--- config.mk ---
export PLATFORM = sky130hd
export DESIGN_NAME = vend_ctrl_n
export DESIGN_NICKNAME = d
export VERILOG_FILES = /design/src/rtl/vend_ctrl_n.sv
export SDC_FILE = /design/constraint.sdc
export NUM_CORES = 1
export LEC_CHECK = 0
export ABC_AREA = 1
export CORE_MARGIN = 2
export CORE_UTILIZATION = 35
export DETAILED_ROUTE_END_ITERATION = 12
export PLACE_DENSITY = 0.62
export SYNTH_ARGS = -nofsm -noshare
export SYNTH_HDL_FRONTEND = slang
export SYNTH_SLANG_ARGS = --single-unit
--- constraint.sdc ---
create_clock -name clk -period 5 [get_ports clk]
set_input_delay 1 -clock clk [delete_from_list [all_inputs] [get_ports clk]]
set_output_delay 1 -clock clk [all_outputs]
set_load 0.005 [all_outputs]
--- src/rtl/vend_ctrl_n.sv ---
// vend_ctrl_n: vending machine controller with per-slot stock, credit accumulation,
// coin overflow rejection, timed dispense/return phases and a one-shot buy lock.
// Ports: clk/rst (sync, active-high), power, op_start, coin_valid/coin_value, cancel,
//   buy[NUM_GOODS], restock in; on, occupy, avail, get_good, good_id, ret_coin,
//   ret_value, credit, coin_reject, status out. Every output is a flop.
module vend_ctrl_n #(
  parameter int NUM_GOODS   = 4,
  parameter int PRICE_STEP  = 5,
  parameter int STOCK_INIT  = 5,
  parameter int CREDIT_W    = 8,
  parameter int HOLD_CYCLES = 500000000
) (
  input  logic                 clk,
  input  logic                 rst,
  input  logic                 power,
  input  logic                 op_start,
  input  logic                 coin_valid,
  input  logic [CREDIT_W-1:0]  coin_value,
  input  logic                 cancel,
  input  logic [NUM_GOODS-1:0] buy,
  input  logic                 restock,
  output logic                 on,
  output logic                 occupy,
  output logic [NUM_GOODS-1:0] avail,
  output logic                 get_good,
  output logic [2:0]           good_id,
  output logic                 ret_coin,
  output logic [CREDIT_W-1:0]  ret_value,
  output logic [CREDIT_W-1:0]  credit,
  output logic                 coin_reject,
  output logic [3:0]           status
);

  localparam int CNT_W = (HOLD_CYCLES < 2) ? 1 : $clog2(HOLD_CYCLES + 1);
  localparam logic [CNT_W-1:0] CNT_LAST = CNT_W'(HOLD_CYCLES - 1);

  typedef enum logic [2:0] {
    S_OFF      = 3'd0,
    S_IDLE     = 3'd1,
    S_SELECT   = 3'd2,
    S_DISPENSE = 3'd3,
    S_RETURN   = 3'd4
  } state_t;

  state_t               state, state_n;
  logic [CREDIT_W-1:0]  credit_n;
  logic [7:0]           stock   [NUM_GOODS];
  logic [7:0]           stock_n [NUM_GOODS];
  logic                 lock, lock_n;
  logic [CNT_W-1:0]     cnt, cnt_n;
  logic [2:0]           good_id_n;
  logic [CREDIT_W-1:0]  ret_n;
  logic                 reject_n;
  logic [NUM_GOODS-1:0] avail_n;

  logic [CREDIT_W-1:0]  price [NUM_GOODS];
  logic [CREDIT_W-1:0]  price_sel;
  logic [2:0]           buy_idx;
  logic                 abort;
  logic                 take_buy;
  logic [CREDIT_W-1:0]  base;
  logic [CREDIT_W:0]    coin_sum;
  logic [CREDIT_W-1:0]  after_coin;
  logic                 coin_ovf;

  genvar g;
  generate
    for (g = 0; g < NUM_GOODS; g++) begin : g_price
      assign price[g] = CREDIT_W'((g + 1) * PRICE_STEP);
    end
  endgenerate

  // Slot index and price of the requested slot; only meaningful when buy is one-hot.
  always_comb begin
    buy_idx   = 3'd0;
    price_sel = '0;
    for (int i = 0; i < NUM_GOODS; i++) begin
      if (buy[i]) begin
        buy_idx   = 3'(i);
        price_sel = price[i];
      end
    end
  end

  assign abort = cancel || !power;

  // avail is the registered view the customer sees, so acceptance is judged against it.
  assign take_buy = (state == S_SELECT) && !abort && $onehot(buy) &&
                    (|(buy & avail)) && !lock;

  // Coin is applied after any price deduction, and the overflow test sees that result.
  assign base       = take_buy ? (credit - price_sel) : credit;
  assign coin_sum   = {1'b0, base} + {1'b0, coin_value};
  assign coin_ovf   = coin_sum[CREDIT_W];
  assign after_coin = (coin_valid && !coin_ovf) ? coin_sum[CREDIT_W-1:0] : base;

  always_comb begin
    state_n   = state;
    credit_n  = credit;
    stock_n   = stock;
    lock_n    = lock;
    cnt_n     = cnt;
    good_id_n = good_id;
    ret_n     = '0;
    reject_n  = 1'b0;

    case (state)
      S_OFF: begin
        good_id_n = 3'd0;
        if (restock) begin
          for (int i = 0; i < NUM_GOODS; i++) stock_n[i] = 8'(STOCK_INIT);
        end
        if (power) state_n = S_IDLE;
      end

      S_IDLE: begin
        reject_n = coin_valid;
        if (restock) begin
          for (int i = 0; i < NUM_GOODS; i++) stock_n[i] = 8'(STOCK_INIT);
        end
        if (op_start)    state_n = S_SELECT;
        else if (!power) state_n = S_OFF;
      end

      S_SELECT: begin
        reject_n = coin_valid && coin_ovf;
        if (abort) begin
          // A coin in the same cycle as cancel is still honoured and returned.
          state_n  = S_RETURN;
          ret_n    = after_coin;
          credit_n = '0;
          cnt_n    = '0;
        end else if (take_buy) begin
          state_n   = S_DISPENSE;
          credit_n  = after_coin;
          good_id_n = buy_idx;
          lock_n    = 1'b1;
          cnt_n     = '0;
          for (int i = 0; i < NUM_GOODS; i++) begin
            if (buy[i]) stock_n[i] = stock[i] - 8'd1;
          end
        end else begin
          credit_n = after_coin;
        end
      end

      S_DISPENSE: begin
        reject_n = coin_valid;
        cnt_n    = cnt + 1'b1;
        if (cnt == CNT_LAST) begin
          cnt_n = '0;
          // Power loss while dispensing is deferred to here; credit goes back to the customer.
          if (!power) begin
            state_n  = S_RETURN;
            ret_n    = credit;
            credit_n = '0;
          end else if (credit != '0) begin
            state_n = S_SELECT;
          end else begin
            state_n = S_IDLE;
          end
        end
      end

      S_RETURN: begin
        reject_n = coin_valid;
        ret_n    = ret_value;
        cnt_n    = cnt + 1'b1;
        if (cnt == CNT_LAST) begin
          cnt_n   = '0;
          ret_n   = '0;
          state_n = power ? S_IDLE : S_OFF;
        end
      end

      default: state_n = S_OFF;
    endcase

    // A held request buys once: the lock only drops once buy is fully released.
    if (buy == '0) lock_n = 1'b0;
  end

  always_comb begin
    avail_n = '0;
    for (int i = 0; i < NUM_GOODS; i++) begin
      avail_n[i] = (state_n == S_SELECT) && (credit_n >= price[i]) && (stock_n[i] != 8'd0);
    end
  end

  always_ff @(posedge clk) begin
    if (rst) begin
      state       <= S_OFF;
      credit      <= '0;
      for (int i = 0; i < NUM_GOODS; i++) stock[i] <= 8'(STOCK_INIT);
      lock        <= 1'b0;
      cnt         <= '0;
      on          <= 1'b0;
      occupy      <= 1'b0;
      avail       <= '0;
      get_good    <= 1'b0;
      good_id     <= 3'd0;
      ret_coin    <= 1'b0;
      ret_value   <= '0;
      coin_reject <= 1'b0;
      status      <= 4'd0;
    end else begin
      state       <= state_n;
      credit      <= credit_n;
      stock       <= stock_n;
      lock        <= lock_n;
      cnt         <= cnt_n;
      on          <= (state_n != S_OFF);
      occupy      <= (state_n == S_SELECT) || (state_n == S_DISPENSE) || (state_n == S_RETURN);
      avail       <= avail_n;
      get_good    <= (state_n == S_DISPENSE);
      good_id     <= good_id_n;
      ret_coin    <= (state_n == S_RETURN);
      ret_value   <= ret_n;
      coin_reject <= reject_n;
      status      <= {1'b0, state_n};
    end
  end

endmodule

==> impl_metrics.env <==
export IMPL_post_dp_hpwl_um=15830
export IMPL_ant_nets=0
export IMPL_slew_headroom_pct=41.63
export IMPL_cts_max_level=3
export IMPL_area_growth_synth_to_final_pct=21.31
export IMPL_power_mw=1.731
export IMPL_post_synth_num_cell_types=50
export IMPL_avgSynthCellArea_um2=6.089
export IMPL_antenna_cells=0
export IMPL_async_flop_share_pct=0
export IMPL_synthesis_instances=1164
export IMPL_first_iter_violations=627
export IMPL_fp_row_count=52
export IMPL_critical_path_class="in2reg"
export IMPL_grt_pass1_wl_um=35420
export IMPL_grt_setup_unrepaired="true"
export IMPL_yosysWarnings=0
export IMPL_synth_edf_count=0
export IMPL_routedWlPerCell_um=13.88
export IMPL_die_height_um=146.3
export IMPL_slew_viol_final=0
export IMPL_io_buffers=48
export IMPL_ys_flop_type="dfxtp_1"
export IMPL_start_util_pct=35.37
export IMPL_synth_largest_area_cell="dfxtp_1"
export IMPL_min_period_ns=4.762
export IMPL_r2r_cells=20
export IMPL_skew_ns=0.01246
export IMPL_grt_max_degree=59
export IMPL_p_leak_nw=3.891
export IMPL_setup_violations=0
export IMPL_antenna_found_initial=0
export IMPL_path_max_fanout=4
export IMPL_synth_common_cells="nand2_1, inv_1, nor2_1"
export IMPL_peakVddDrop_uv=172.2
export IMPL_drc=0
export IMPL_die_area_mm2=0.02141
export IMPL_worstPathRequired_ns=5.25
export IMPL_power_density_mw_per_mm2=201.3
export IMPL_startpoint_type="input pin"
export IMPL_insertion_delay_ns=0.36
export IMPL_track_usage_pct=20.20
export IMPL_fmax_ghz=0.2100
export IMPL_crit_path_end_kind="flip-flop"
export IMPL_stdcell_area_mm2=0.008598
export IMPL_synth_top_area_share_pct=25.98
export IMPL_cts_root_buf="clkbuf_16"
export IMPL_ys_seq_area_share_pct=25.98
export IMPL_grt_overflow=0
export IMPL_synthesis_area_mm2=0.007088
export IMPL_drt_wl_total_um=21280
export IMPL_first_global_vias=7054
export IMPL_hold_violations=0
export IMPL_nets=1303
export IMPL_place_area_mm2=0.008175
export IMPL_layout_drive_gt1_share_pct=12.43
export IMPL_yosys_top_cells_area="dfxtp_1, nand2_1, nand3_1"
export IMPL_vias_per_cell=4.953
export IMPL_place_gp_congestion=0.9222
export IMPL_yosysMostFrequentCell="nand2_1"
export IMPL_drv_cap=0
export IMPL_core_area_mm2=0.02004
export IMPL_hold_depth=2
export IMPL_cts_clk_slew_worst_paths_ns=0.07
export IMPL_cts_tree="yes"
export IMPL_cts_buffer_depth=2
export IMPL_vias=7593
export IMPL_worstHoldPathType="reg2reg"
export IMPL_hold_buffers=0
export IMPL_die_w_um=146.3
export IMPL_post_route_period_util_pct=95.24
export IMPL_first_pass_iters=5
export IMPL_ys_seq_elements=92
export IMPL_cts_buffers=9
export IMPL_cts_sinks=92
export IMPL_tightestPinTransition_ns=0.8723
export IMPL_ios=51
export IMPL_arrival_ns=5.01
export IMPL_outcome="complete, no violations"
-- registers in the layout (all words and copies together), names as in the netlist --
signal       flops
cnt             29
stock           32
ret_value        8
ret_coin         1
get_good         1
lock             1
occupy           1
avail            4
credit           8
state            3
on               1
coin_reject      1
good_id          2
-- worst max-delay path, cell delays in order --
cell             delay (ns)
clkdlybuf4s50_1        0.48
inv_1                  0.07
fa_1                   0.50
inv_1                  0.04
ha_1                   0.17
ha_1                   0.28
nor2_2                 0.10
nand2_2                0.11
nor2_4                 0.13
nand3_4                0.10
nand2_2                0.08
and2_4                 0.14
inv_1                  0.04
ha_2                   0.17
fa_2                   0.34
nand3_1                0.09
nand3_2                0.10
nand2_1                0.08
nand2_1                0.06
or2_2                  0.27
nand3_1                0.08
nand2_2                0.09
nand2_2                0.08
nand3_2                0.08
nor2_4                 0.13
nand2_2                0.07
nor2_2                 0.11
nor2_1                 0.04
-- area by class of cell --
class / instances / area, µm²
inverters: 142 / 533.0
fillers: 2189 / 11440
well taps: 270 / 337.8
flip-flops and latches: 92 / 1842
clock buffers: 9 / 225.2
clock inverters: 7 / 83.83
multi-input cells: 903 / 4629
repair buffers: 110 / 947.2
-- per-stage QoR --
stage          hold WS [ns]  util [%]  instances  setup TNS (ns)  setup slack [ns]
2_1_floorplan        0.4475         -       1165               0           0.03638
3_3_place_gp         0.4566     40.80       1511          -3.073           -0.3495
3_5_place_dp         0.4542     40.80       1511          -3.653           -0.3669
4_1_cts              0.4656     42.34       1527               0          0.001593
5_1_grt              0.5038     42.91       1533        -0.09271          -0.05525
6_report             0.4688     42.91       1533               0            0.2378
-- cells in the final DEF (no fill, tap or decap), types with 7 or more instances in the layout --
master             n
a21oi_1           74
buf_4             61
clkbuf_16          9
clkdlybuf4s50_1   46
dfxtp_1           92
ha_1              22
inv_1            128
inv_2             11
nand2_1          366
nand2_2           15
nand3_1          100
nand3_2           10
nand4_1           29
nor2_1           113
nor2_2             8
nor3_1            16
o211ai_1          11
o21ai_0           43
or2_2              7
xor2_1            23
-- cell families after synthesis --
family / Yosys count / synth area share [%]
other cells: 1 / 0.05291
fa+ha+maj: 26 / 4.907
simple gates: 697 / 44.34
buf+inv: 170 / 9.638
flops: 92 / 25.98
compound gates: 150 / 11.62
xor+xnor: 28 / 3.460
-- report_power, final --
part | internal (mW) | switching, mW | leakage [nW] | total (mW)
combinational | 0.0996 | 0.157 | 2.99 | 0.256
clock | 0.398 | 0.330 | 0.154 | 0.728
sequential | 0.738 | 0.00889 | 0.742 | 0.747
-- final timing paths --
path                           start                 endpoint  slack [ns]
max                           buy[1]      avail[0]$_SDFF_PP0_        0.24
min          good_id[0]$_SDFFE_PP0P_  good_id[0]$_SDFFE_PP0P_        0.47
max reg2reg     credit[0]$_SDFF_PP0_      avail[0]$_SDFF_PP0_        1.47
min reg2reg  good_id[0]$_SDFFE_PP0P_  good_id[0]$_SDFFE_PP0P_        0.47
-- layer usage --
metal | global-route usage (%) | vias to the layer above | share of wire [%]
li1 | - | 3957 | -
met1 | 28.96 | 3435 | 50
met2 | 31.01 | 175 | 44
met3 | 3.594 | 26 | 4.8
met4 | 5.971 | 0 | 1.5
met5 | 0 | - | 0
-- timing repair --
item,in CTS,in global routing
setup buffers,0,6
gates resized for setup,0,30
setup endpoints to repair,0,20
Power figures use the tool's default switching activity.
